$ cat src/rtl/sd_mag_scanner_pkg.sv
// Shared types and helpers for the sigma-delta magnitude scanner.
package sd_pkg;

   localparam int MAX_NCH = 16;

   typedef enum logic [2:0] {
      SD_IDLE,
      SD_CLEAR,
      SD_SETTLE,
      SD_CAPTURE,
      SD_HOLD
   } sd_scan_state_t;

   function automatic int ch_w(input int nch);
      return (nch < 2) ? 1 : $clog2(nch);
   endfunction

   // First set mask bit strictly after cur, wrapping; returns cur when no other bit is set.
   function automatic int find_next_ch(input logic [MAX_NCH-1:0] mask, input int cur, input int nch);
      int res;
      int idx;
      logic found;
      res   = cur;
      found = 1'b0;
      for (int i = 1; i <= MAX_NCH; i++) begin
         idx = cur + i;
         if (idx >= nch) idx = idx - nch;
         if (!found && (i <= nch) && ((mask & (MAX_NCH'(1) << idx)) != '0)) begin
            res   = idx;
            found = 1'b1;
         end
      end
      return res;
   endfunction

endpackage

$ cat src/rtl/sd_mag_scanner_if.sv
// Control, estimator and result signals of the scanner; master is the scanner side.
interface sd_mag_scanner_if #(
   parameter int NCH   = 4,
   parameter int WIDTH = 16,
   parameter int DIV_W = 8,
   parameter int SET_W = 16
) ();
   import sd_pkg::*;

   localparam int CH_W = ch_w(NCH);

   logic             start;
   logic             abort;
   logic             continuous;
   logic [NCH-1:0]   ch_mask;
   logic [DIV_W-1:0] div;
   logic [SET_W-1:0] settle;
   logic [NCH-1:0]   sd_in;
   logic             est_rst;
   logic             est_en;
   logic             est_in;
   logic [WIDTH-1:0] est_out;
   logic             res_valid;
   logic             res_ready;
   logic [CH_W-1:0]  res_ch;
   logic [WIDTH-1:0] res_mag;
   logic             busy;

   modport master (
      input  start, abort, continuous, ch_mask, div, settle, sd_in, est_out, res_ready,
      output est_rst, est_en, est_in, res_valid, res_ch, res_mag, busy
   );

   modport slave (
      output start, abort, continuous, ch_mask, div, settle, sd_in, est_out, res_ready,
      input  est_rst, est_en, est_in, res_valid, res_ch, res_mag, busy
   );

endinterface

$ cat src/rtl/sd_mag_scanner_strobe_gen.sv
// Free-running divider: one-cycle strobe every i_div+1 cycles while i_run is high.
module sd_strobe_gen #(
   parameter int DIV_W = 8
) (
   input  logic             i_clk,
   input  logic             i_rstN,
   input  logic             i_clear,
   input  logic             i_run,
   input  logic [DIV_W-1:0] i_div,
   output logic             o_strobe
);

   logic [DIV_W-1:0] r_cnt;

   assign o_strobe = i_run && (r_cnt == i_div);

   always_ff @(posedge i_clk or negedge i_rstN) begin
      if (!i_rstN) begin
         r_cnt <= '0;
      end else if (i_clear) begin
         r_cnt <= '0;
      end else if (i_run) begin
         r_cnt <= o_strobe ? '0 : r_cnt + DIV_W'(1);
      end
   end

endmodule

$ cat src/rtl/sd_mag_scanner.sv
// Scan controller: visits each masked sigma-delta channel, settles the shared estimator
// on it and hands the captured magnitude out on a valid/ready result port.
module sd_mag_scanner
   import sd_pkg::*;
#(
   parameter int NCH   = 4,
   parameter int WIDTH = 16,
   parameter int DIV_W = 8,
   parameter int SET_W = 16
) (
   input logic              clk,
   input logic              rst_n,
   sd_mag_scanner_if.master bus
);

   localparam int CH_W = ch_w(NCH);

   sd_scan_state_t   r_state;
   sd_scan_state_t   w_stateNext;
   logic [NCH-1:0]   r_mask;
   logic [CH_W-1:0]  r_curCh;
   logic [CH_W-1:0]  w_chNext;
   logic [DIV_W-1:0] r_div;
   logic [SET_W-1:0] r_settle;
   logic [SET_W-1:0] r_strobeCnt;
   logic [WIDTH-1:0] r_resMag;
   logic [CH_W-1:0]  r_resCh;
   logic             r_resValid;
   logic             w_strobe;
   logic             w_lastStrobe;
   logic             w_load;
   int               w_idleNext;
   int               w_holdNext;

   assign w_idleNext   = find_next_ch(MAX_NCH'(bus.ch_mask), NCH - 1, NCH);
   assign w_holdNext   = find_next_ch(MAX_NCH'(r_mask), int'(r_curCh), NCH);
   assign w_lastStrobe = w_strobe && (r_strobeCnt == r_settle - SET_W'(1));

   sd_strobe_gen #(.DIV_W(DIV_W)) u_strobe (
      .i_clk    (clk),
      .i_rstN   (rst_n),
      .i_clear  (r_state == SD_CLEAR),
      .i_run    (r_state == SD_SETTLE),
      .i_div    (r_div),
      .o_strobe (w_strobe)
   );

   always_ff @(posedge clk or negedge rst_n) begin
      if (!rst_n) r_state <= SD_IDLE;
      else        r_state <= w_stateNext;
   end

   always_comb begin
      w_stateNext   = r_state;
      w_chNext      = r_curCh;
      w_load        = 1'b0;
      bus.est_rst   = (r_state == SD_IDLE) || (r_state == SD_CLEAR);
      bus.est_en    = w_strobe;
      bus.est_in    = (r_state == SD_IDLE) ? 1'b0 : bus.sd_in[r_curCh];
      bus.busy      = (r_state != SD_IDLE);
      bus.res_valid = r_resValid;
      bus.res_ch    = r_resCh;
      bus.res_mag   = r_resMag;
      case (r_state)
         SD_IDLE: begin
            if (bus.start && !bus.abort && (bus.ch_mask != '0)) begin
               w_stateNext = SD_CLEAR;
               w_chNext    = CH_W'(w_idleNext);
               w_load      = 1'b1;
            end
         end
         SD_CLEAR:   w_stateNext = SD_SETTLE;
         SD_SETTLE:  if (w_lastStrobe) w_stateNext = SD_CAPTURE;
         SD_CAPTURE: w_stateNext = SD_HOLD;
         SD_HOLD: begin
            // A result at or below the current channel means the pass is complete.
            if (r_resValid && bus.res_ready) begin
               if ((w_holdNext > int'(r_curCh)) || bus.continuous) begin
                  w_stateNext = SD_CLEAR;
                  w_chNext    = CH_W'(w_holdNext);
               end else begin
                  w_stateNext = SD_IDLE;
               end
            end
         end
         default: w_stateNext = SD_IDLE;
      endcase
      if (bus.abort) w_stateNext = SD_IDLE;
   end

   always_ff @(posedge clk or negedge rst_n) begin
      if (!rst_n) begin
         r_mask      <= '0;
         r_curCh     <= '0;
         r_div       <= '0;
         r_settle    <= SET_W'(1);
         r_strobeCnt <= '0;
      end else begin
         r_curCh <= w_chNext;
         if (w_load) r_mask <= bus.ch_mask;
         if (r_state == SD_CLEAR) begin
            r_div       <= bus.div;
            r_settle    <= (bus.settle == '0) ? SET_W'(1) : bus.settle;
            r_strobeCnt <= '0;
         end else if (w_strobe) begin
            r_strobeCnt <= r_strobeCnt + SET_W'(1);
         end
      end
   end

   always_ff @(posedge clk or negedge rst_n) begin
      if (!rst_n) begin
         r_resValid <= 1'b0;
         r_resMag   <= '0;
         r_resCh    <= '0;
      end else if (bus.abort && (r_state != SD_IDLE)) begin
         r_resValid <= 1'b0;
      end else if (r_state == SD_CAPTURE) begin
         r_resValid <= 1'b1;
         r_resMag   <= bus.est_out;
         r_resCh    <= r_curCh;
      end else if ((r_state == SD_HOLD) && r_resValid && bus.res_ready) begin
         r_resValid <= 1'b0;
      end
   end

endmodule

$ cat src/flat_wrapper.sv
// flat-port wrapper written by rule: the top's interface ports become plain ports
module sd_mag_scanner_flat import sd_pkg::*;
#(
   parameter int NCH   = 4,
   parameter int WIDTH = 16,
   parameter int DIV_W = 8,
   parameter int SET_W = 16
)
  (clk, rst_n, bus_start, bus_abort, bus_continuous, bus_ch_mask, bus_div, bus_settle, bus_sd_in, bus_est_out, bus_res_ready, bus_est_rst, bus_est_en, bus_est_in, bus_res_valid, bus_res_ch, bus_res_mag, bus_busy);
  sd_mag_scanner_if #(.NCH(NCH), .WIDTH(WIDTH), .DIV_W(DIV_W), .SET_W(SET_W)) bus_i ();
  input logic clk;
  input logic rst_n;
  input wire logic [$bits(bus_i.start)-1:0] bus_start;
  input wire logic [$bits(bus_i.abort)-1:0] bus_abort;
  input wire logic [$bits(bus_i.continuous)-1:0] bus_continuous;
  input wire logic [$bits(bus_i.ch_mask)-1:0] bus_ch_mask;
  input wire logic [$bits(bus_i.div)-1:0] bus_div;
  input wire logic [$bits(bus_i.settle)-1:0] bus_settle;
  input wire logic [$bits(bus_i.sd_in)-1:0] bus_sd_in;
  input wire logic [$bits(bus_i.est_out)-1:0] bus_est_out;
  input wire logic [$bits(bus_i.res_ready)-1:0] bus_res_ready;
  output wire logic [$bits(bus_i.est_rst)-1:0] bus_est_rst;
  output wire logic [$bits(bus_i.est_en)-1:0] bus_est_en;
  output wire logic [$bits(bus_i.est_in)-1:0] bus_est_in;
  output wire logic [$bits(bus_i.res_valid)-1:0] bus_res_valid;
  output wire logic [$bits(bus_i.res_ch)-1:0] bus_res_ch;
  output wire logic [$bits(bus_i.res_mag)-1:0] bus_res_mag;
  output wire logic [$bits(bus_i.busy)-1:0] bus_busy;
  assign bus_i.start = bus_start;
  assign bus_i.abort = bus_abort;
  assign bus_i.continuous = bus_continuous;
  assign bus_i.ch_mask = bus_ch_mask;
  assign bus_i.div = bus_div;
  assign bus_i.settle = bus_settle;
  assign bus_i.sd_in = bus_sd_in;
  assign bus_i.est_out = bus_est_out;
  assign bus_i.res_ready = bus_res_ready;
  assign bus_est_rst = bus_i.est_rst;
  assign bus_est_en = bus_i.est_en;
  assign bus_est_in = bus_i.est_in;
  assign bus_res_valid = bus_i.res_valid;
  assign bus_res_ch = bus_i.res_ch;
  assign bus_res_mag = bus_i.res_mag;
  assign bus_busy = bus_i.busy;
  sd_mag_scanner #(.NCH(NCH), .WIDTH(WIDTH), .DIV_W(DIV_W), .SET_W(SET_W)) u_core (.clk(clk), .rst_n(rst_n), .bus(bus_i));
endmodule
$ cat config.mk
export PLATFORM = sky130hd
export DESIGN_NAME = sd_mag_scanner_flat
export DESIGN_NICKNAME = d
export VERILOG_FILES = /design/src/rtl/sd_mag_scanner_pkg.sv /design/src/rtl/sd_mag_scanner_if.sv /design/src/rtl/sd_mag_scanner_strobe_gen.sv /design/src/rtl/sd_mag_scanner.sv /design/src/flat_wrapper.sv
export SDC_FILE = /design/constraint.sdc
export NUM_CORES = 1
export LEC_CHECK = 0
export ABC_AREA = 1
export ABC_CLOCK_PERIOD_IN_PS = 3380
export BUFFER_PORTS_ARGS = -buffer_cell sky130_fd_sc_hd__buf_4
export CELL_PAD_IN_SITES_DETAIL_PLACEMENT = 0
export CELL_PAD_IN_SITES_GLOBAL_PLACEMENT = 2
export CORE_UTILIZATION = 25
export CTS_CLUSTER_SIZE = 20
export DETAILED_ROUTE_END_ITERATION = 6
export GPL_TIMING_DRIVEN = 0
export PLACE_DENSITY_LB_ADDON = 0.15
export SLEW_MARGIN = 20
export SYNTH_ARGS = -nofsm -noshare
export SYNTH_HDL_FRONTEND = slang
export SYNTH_SLANG_ARGS = --single-unit
export TNS_END_PERCENT = 5
$ cat constraint.sdc
create_clock -name clk -period 3.38 [get_ports clk]
set_input_delay 0.338 -clock clk [delete_from_list [all_inputs] [get_ports clk]]
set_output_delay 0.338 -clock clk [all_outputs]
set_load 0.005 [all_outputs]
# Yosys cells after proc, flatten, opt, wreduce, memory -nomap -nowiden
# Cells that the tools add are included.
# totals
reg_bits	76
out_inout_bits	23
word_cells	128
# classes
n_addsub	11
n_lt_le_gt_ge	6
n_eq_ne	12
n_shift	4
n_mux	42
bitwise_logic	5
reduce_logical	38
# op_table
cell	n
$mux W32	8
$ge A32 B4 Y1 const B	4
$shl A1 B32 Y16 const A	4
$sub A32 B4 Y32 const B	4
$and A4 B16 Y16	4
$reduce_bool A16 Y1	4
$mux W16	3
$gt A32 B3 Y1	1
$mux W8	3
$add A16 B1 Y16 const B	1
$eq A16 B16 Y1	1
$logic_not A16 Y1	1
$sub A16 B1 Y16 const B	1
$pmux W3 S5	1
$logic_and A1 B1 Y1	14
$mux W1	14
$mux W2	7
$mux W3	4
$add A8 B1 Y8 const B	1
$eq A8 B8 Y1	1
$logic_not A1 Y1	7
$add A2 B2 Y3 const B	2
$eq A3 B2 Y1 const B	2
$ne A3 B2 Y1 const B	2
19 further kinds	24

# Longest topological paths before layout
# depth
ltp_word	22
ltp_mapped	20
ltp_nobuf	20

# Hierarchy
# Synthesis repeated with hierarchy kept, for this count alone.
# unflattened
hier_cells	580
area_unflattened_um2	4375.4
# modules_own_cells
mod	instances	cells_each	area_each_um2
sd_mag_scanner	1	497	3802.4
sd_strobe_gen	1	83	573.0

# Least setup slack after synthesis
# OpenSTA, ideal clock, no wires.
# synth_path
kind	register to register
start	reg u_core.r_curCh[0]
end	reg u_core.r_curCh[0]
arrival_ns	2.377
path_slack_ns	0.881
path_stages_with_launch	21
path_buffers	0
cell_sequence	dfrtp_1 inv_1 ha_1 nand2_1 nand2_1 nor2_1 inv_1 nor2_1 o21ai_0 nand3_1 o21ai_0 ha_1 a21oi_1 a21oi_1 nand3_1 nand2_1 nand2_1 nand2_1 inv_1 nand2_1 o21ai_1
# synth_between
elab_chain_cells	20
# synth_rtl
item	line_no	rtl
start: declaration	sd_mag_scanner.sv:21	logic [CH_W-1:0] r_curCh;
start signal: assignment	sd_mag_scanner.sv:99	r_curCh <= w_chNext;
$add A2 B1 Y3	sd_mag_scanner_pkg.sv:26	idx = cur + i;
$sub A32 B4 Y32 or $ge A32 B4 Y1 (tied branches)	sd_mag_scanner_pkg.sv:27	if (idx >= nch) idx = idx - nch;
$mux W32	sd_mag_scanner_pkg.sv:27	
$shl A1 B32 Y16	sd_mag_scanner_pkg.sv:28	if (!found && (i <= nch) && ((mask & (MAX_NCH'(1) << idx)) != '0)) begin
$and A4 B16 Y16	sd_mag_scanner_pkg.sv:28	
$reduce_bool A16 Y1	sd_mag_scanner_pkg.sv:28	
$mux W1	sd_mag_scanner_pkg.sv:28	
$logic_not A1 Y1	sd_mag_scanner_pkg.sv:28	
(+4 left out)	--	
$mux W1	sd_mag_scanner_pkg.sv:28	
$logic_not A1 Y1	sd_mag_scanner_pkg.sv:28	
$logic_and A1 B1 Y1	sd_mag_scanner_pkg.sv:28	
$mux W32	sd_mag_scanner_pkg.sv:28	
$gt A32 B3 Y1	sd_mag_scanner.sv:78	if ((w_holdNext > int'(r_curCh)) || bus.continuous) begin
$logic_or A1 B1 Y1	sd_mag_scanner.sv:78	
$ne A2 B1 Y1 (no source line)	--	
$reduce_and A4 Y1 (no source line)	--	
# Parallel ways exist; a longest one is shown, timed or not. The select of a mux whose other input is x is not followed.
# A chain may end at the register's enable or synchronous reset.

# Worst setup path after layout
# layout_path
start	reg u_core.r_curCh[1]
end	reg u_core.r_curCh[0]
# The elaborated chain is that of the path after synthesis.

==> results.py <==
metrics = {
    "pwr": {
        "power_per_cell_area_nw_per_um2": 783,
        "p_switching_uw": 1820,
        "ir_drop_mv": 0.361,
        "comb_power_share_pct": 44.7,
        "clkPwrFrac_pct": 21.4,
        "fin_total_pwr_uw": 4400,
        "p_sw_share_pct": 41.4,
        "intPower_uw": 2580,
        "seqPwrFrac_pct": 33.9,
        "leakage_uw": 0.00282,
    },
    "critical_path": {
        "cp_max_fo": 7,
        "startpoint": "u_core.r_curCh[1]",
        "cp.required_ns": 3.60,
        "critPathKind": "flop to flop",
        "timing.rr.start": "u_core.r_curCh[1]",
        "cp-end-kind": "flop",
        "start_kind": "flop",
        "cp.arrival_ns": 3.10,
    },
    "floorplan": {
        "chipHeight_um": 136,
        "start_util_pct": 25.7,
        "die_w_um": 136,
        "core.rowCount": 48,
        "core_sq_um": 17400,
        "fp.dieArea_sq_um": 18400,
        "io-pin-count": 77,
    },
    "routing": {
        "wl_met3_um": 556,
        "met2_length_um": 5450,
        "top_layer": "met4",
        "ant_nets": 0,
        "drt_iter0_drc": 128,
        "wl_um": 12200,
        "drc": 0,
        "wl_met1_um": 6040,
        "wl_per_cell_um": 13.7,
        "drt-vias-per-instance": 4.38,
        "vias": 3895,
        "firstDrtPassIters": 4,
    },
    "clocking": {
        "clk_pin_slew_ns": 0.06,
        "clkSinkCount": 76,
        "clock-root-buffer": "clkbuf_16",
        "clkLatencyLatePin_ns": 0.34,
        "cts_buffers": 9,
        "h-tree-depth": 3,
        "post_cts_buffers": 0,
        "cts_tree": "built",
        "clock_path_buffers": 2,
    },
    "sta": {
        "timing.fmax_ghz": 0.348,
        "tns_ns": 0,
        "clock_skew_ns": 0.00636,
        "fin_crit_sh_pct": 85.0,
        "fin_crit_ns": 2.87,
        "fin_ws_ns": 0.506,
        "maxSlewViolCount": 0,
        "setup_viol": 0,
        "relSlewSlack_pct": 50.8,
        "final_hold_viol_count": 0,
        "tightest_slew_ns": 0.738,
        "rsz0062_at_grt": "no",
    },
    "grt": {
        "overflow": 0,
        "first_global_vias": 3802,
        "grt_use_total_pct": 14.3,
        "grt_pass1_wl_um": 20000,
        "antenna_found_initial": 0,
        "grt_max_degree": 77,
    },
    "status": {
        "outcome": "completed",
    },
    "synthesis": {
        "synth_top_flop_cell": "dfrtp_1",
        "netlist_area_sq_um": 4470,
        "synth_cells": 572,
        "synth_nets": 635,
        "async_flop_share_pct": 100,
        "synth_edf_count": 0,
        "yosysSeqAreaShare_pct": 42.6,
        "synth_warnings": 0,
        "synth-seq-cells": 76,
        "syn_avg_cell_area_sq_um": 7.81,
        "yosysUniqueCellTypes": 41,
    },
    "layout": {
        "diodes": 0,
        "design_area_sq_um": 5620,
        "stdcell_count": 889,
        "fillerInstances": 1892,
        "layout_common_cells": "nand2_1 (170), buf_4 (76), dfrtp_1 (73), inv_1 (59), nor2_1 (56)",
        "nets": 722,
        "mostFrequentLayoutCell": "nand2_1",
        "drive_above_1_share_pct": 21.5,
        "area_growth_pct": 25.7,
    },
    "placement": {
        "dp_slack_ns": 0.351,
        "post-dp-hpwl_um": 9320,
        "port_buffers": 76,
        "gp_congestion": 0.773,
        "placed_area_sq_um": 5320,
        "place_inst": 873,
    },
    "job": {
        "max_cap_viol_count": 0,
    },
    "min_path": {
        "min_path_type": "primary input to asynchronous set/reset pin",
    },
}
==> routing by layer <==
layer	GRT usage, %	up-vias
met3	3.25	8
met2	22.4	76
met1	19.7	1802
met5	0	-
met4	3.56	0
li1	-	2009
==> critical path, stage by stage (launching register included) <==
cell and delay [ns]:
dfrtp_2 0.45, inv_1 0.20, ha_1 0.24, inv_1 0.06, o21ai_0 0.22, nor2_2 0.09
or2_2 0.28, nand3_1 0.07, o21ai_0 0.13, ha_1 0.32, a21oi_1 0.06, a21oi_1 0.13
nand3_1 0.09, nand2_1 0.10, nand2_1 0.06, nand2_1 0.08, inv_1 0.07, nand2_1 0.05
o21ai_1 0.05
==> through the flow <==
step                utilization (%)  hold WS [ns]
finish                         32.4        0.0457
global route                   32.4         0.106
CTS                            32.3         0.168
detailed placement             30.6         0.484
global placement               30.6         0.475
floorplan                         -        0.0424
==> layout make-up <==
type | count | area, sq um | area share, %
timing repair buffer | 76 | 574 | 10.2
multi-input combinational | 420 | 2270 | 40.5
inverter | 66 | 250 | 4.46
buffer | 10 | 42.5 | 0.757
tap | 225 | 282 | 5.01
sequential | 76 | 1910 | 33.9
clock inverter | 4 | 22.5 | 0.401
clock buffer | 12 | 267 | 4.74
==> synth_stat cells, types with 3 or more instances <==
cell type,count,share of area [%]
nor2_4,3,0.76
nand2_4,3,0.76
nand3b_1,3,0.50
dfrtp_1,75,42
ha_1,9,2.5
xor2_1,18,3.5
clkbuf_1,8,0.67
nor2_2,5,0.70
mux2_2,16,4.0
nor4_1,7,0.98
xnor2_1,9,1.8
o21ai_0,37,4.1
nand2_1,170,14
nor3_4,3,1.1
nand3_1,23,2.6
nor2_1,57,4.8
a21oi_1,20,2.2
nor3_1,8,0.90
inv_2,6,0.50
inv_1,59,5.0
nand4_1,8,1.1
==> what timing repair did <==
| item | CTS | global route |
|---|---|---|
| hold buffers | 0 | 0 |
| setup endpoints to repair | 0 | 2 |
| gates resized for setup | 0 | 3 |
==> worst paths after layout <==
check | to | slack (ns) | cells past startpoint
worst max-delay path | u_core.r_curCh[0] | 0.51 | 18
worst min-delay path | u_core.r_mask[2] | 0.05 | 1
worst max register to register | u_core.r_curCh[0] | 0.51 | 18
worst min register to register | u_core.bus.res_ch[1] | 0.49 | 2
max in group asynchronous | u_core.r_curCh[1] | 2.81 | 1
min in group clk | u_core.r_state[0] | 0.18 | 2
==> power by group through the flow <==
stage          Sequential, uW  Combinational [uW]  Clock (uW)
2_1_floorplan            1440                1360           0
3_3_place_gp             1500                2000           0
3_5_place_dp             1510                2010           0
4_1_cts                  1500                2020         983
5_1_grt                  1550                2290        1020
6_report                 1490                1970         941
==> cells by family after synthesis <==
logic type,Yosys count,share of synthesized area (%)
XOR/XNOR,27,5.29
multiplexers,16,4.03
adder cells (fa/ha/maj),9,2.52
buffers and inverters,76,6.55
flip-flops,76,42.6
AND/OR/NAND/NOR,301,31.0
AO/OA/AOI/OAI,67,8.01
==> flip-flops by register name, indices dropped and copies added, names as in the netlist <==
register / count
u_core.bus.res_ch: 2
u_core.bus.res_mag: 16
u_core.bus.res_valid: 1
u_core.r_curCh: 2
u_core.r_div: 8
u_core.r_mask: 4
u_core.r_settle: 16
u_core.r_state: 3
u_core.r_strobeCnt: 16
u_core.u_strobe.r_cnt: 8
Power figures use the tool's default switching activity.
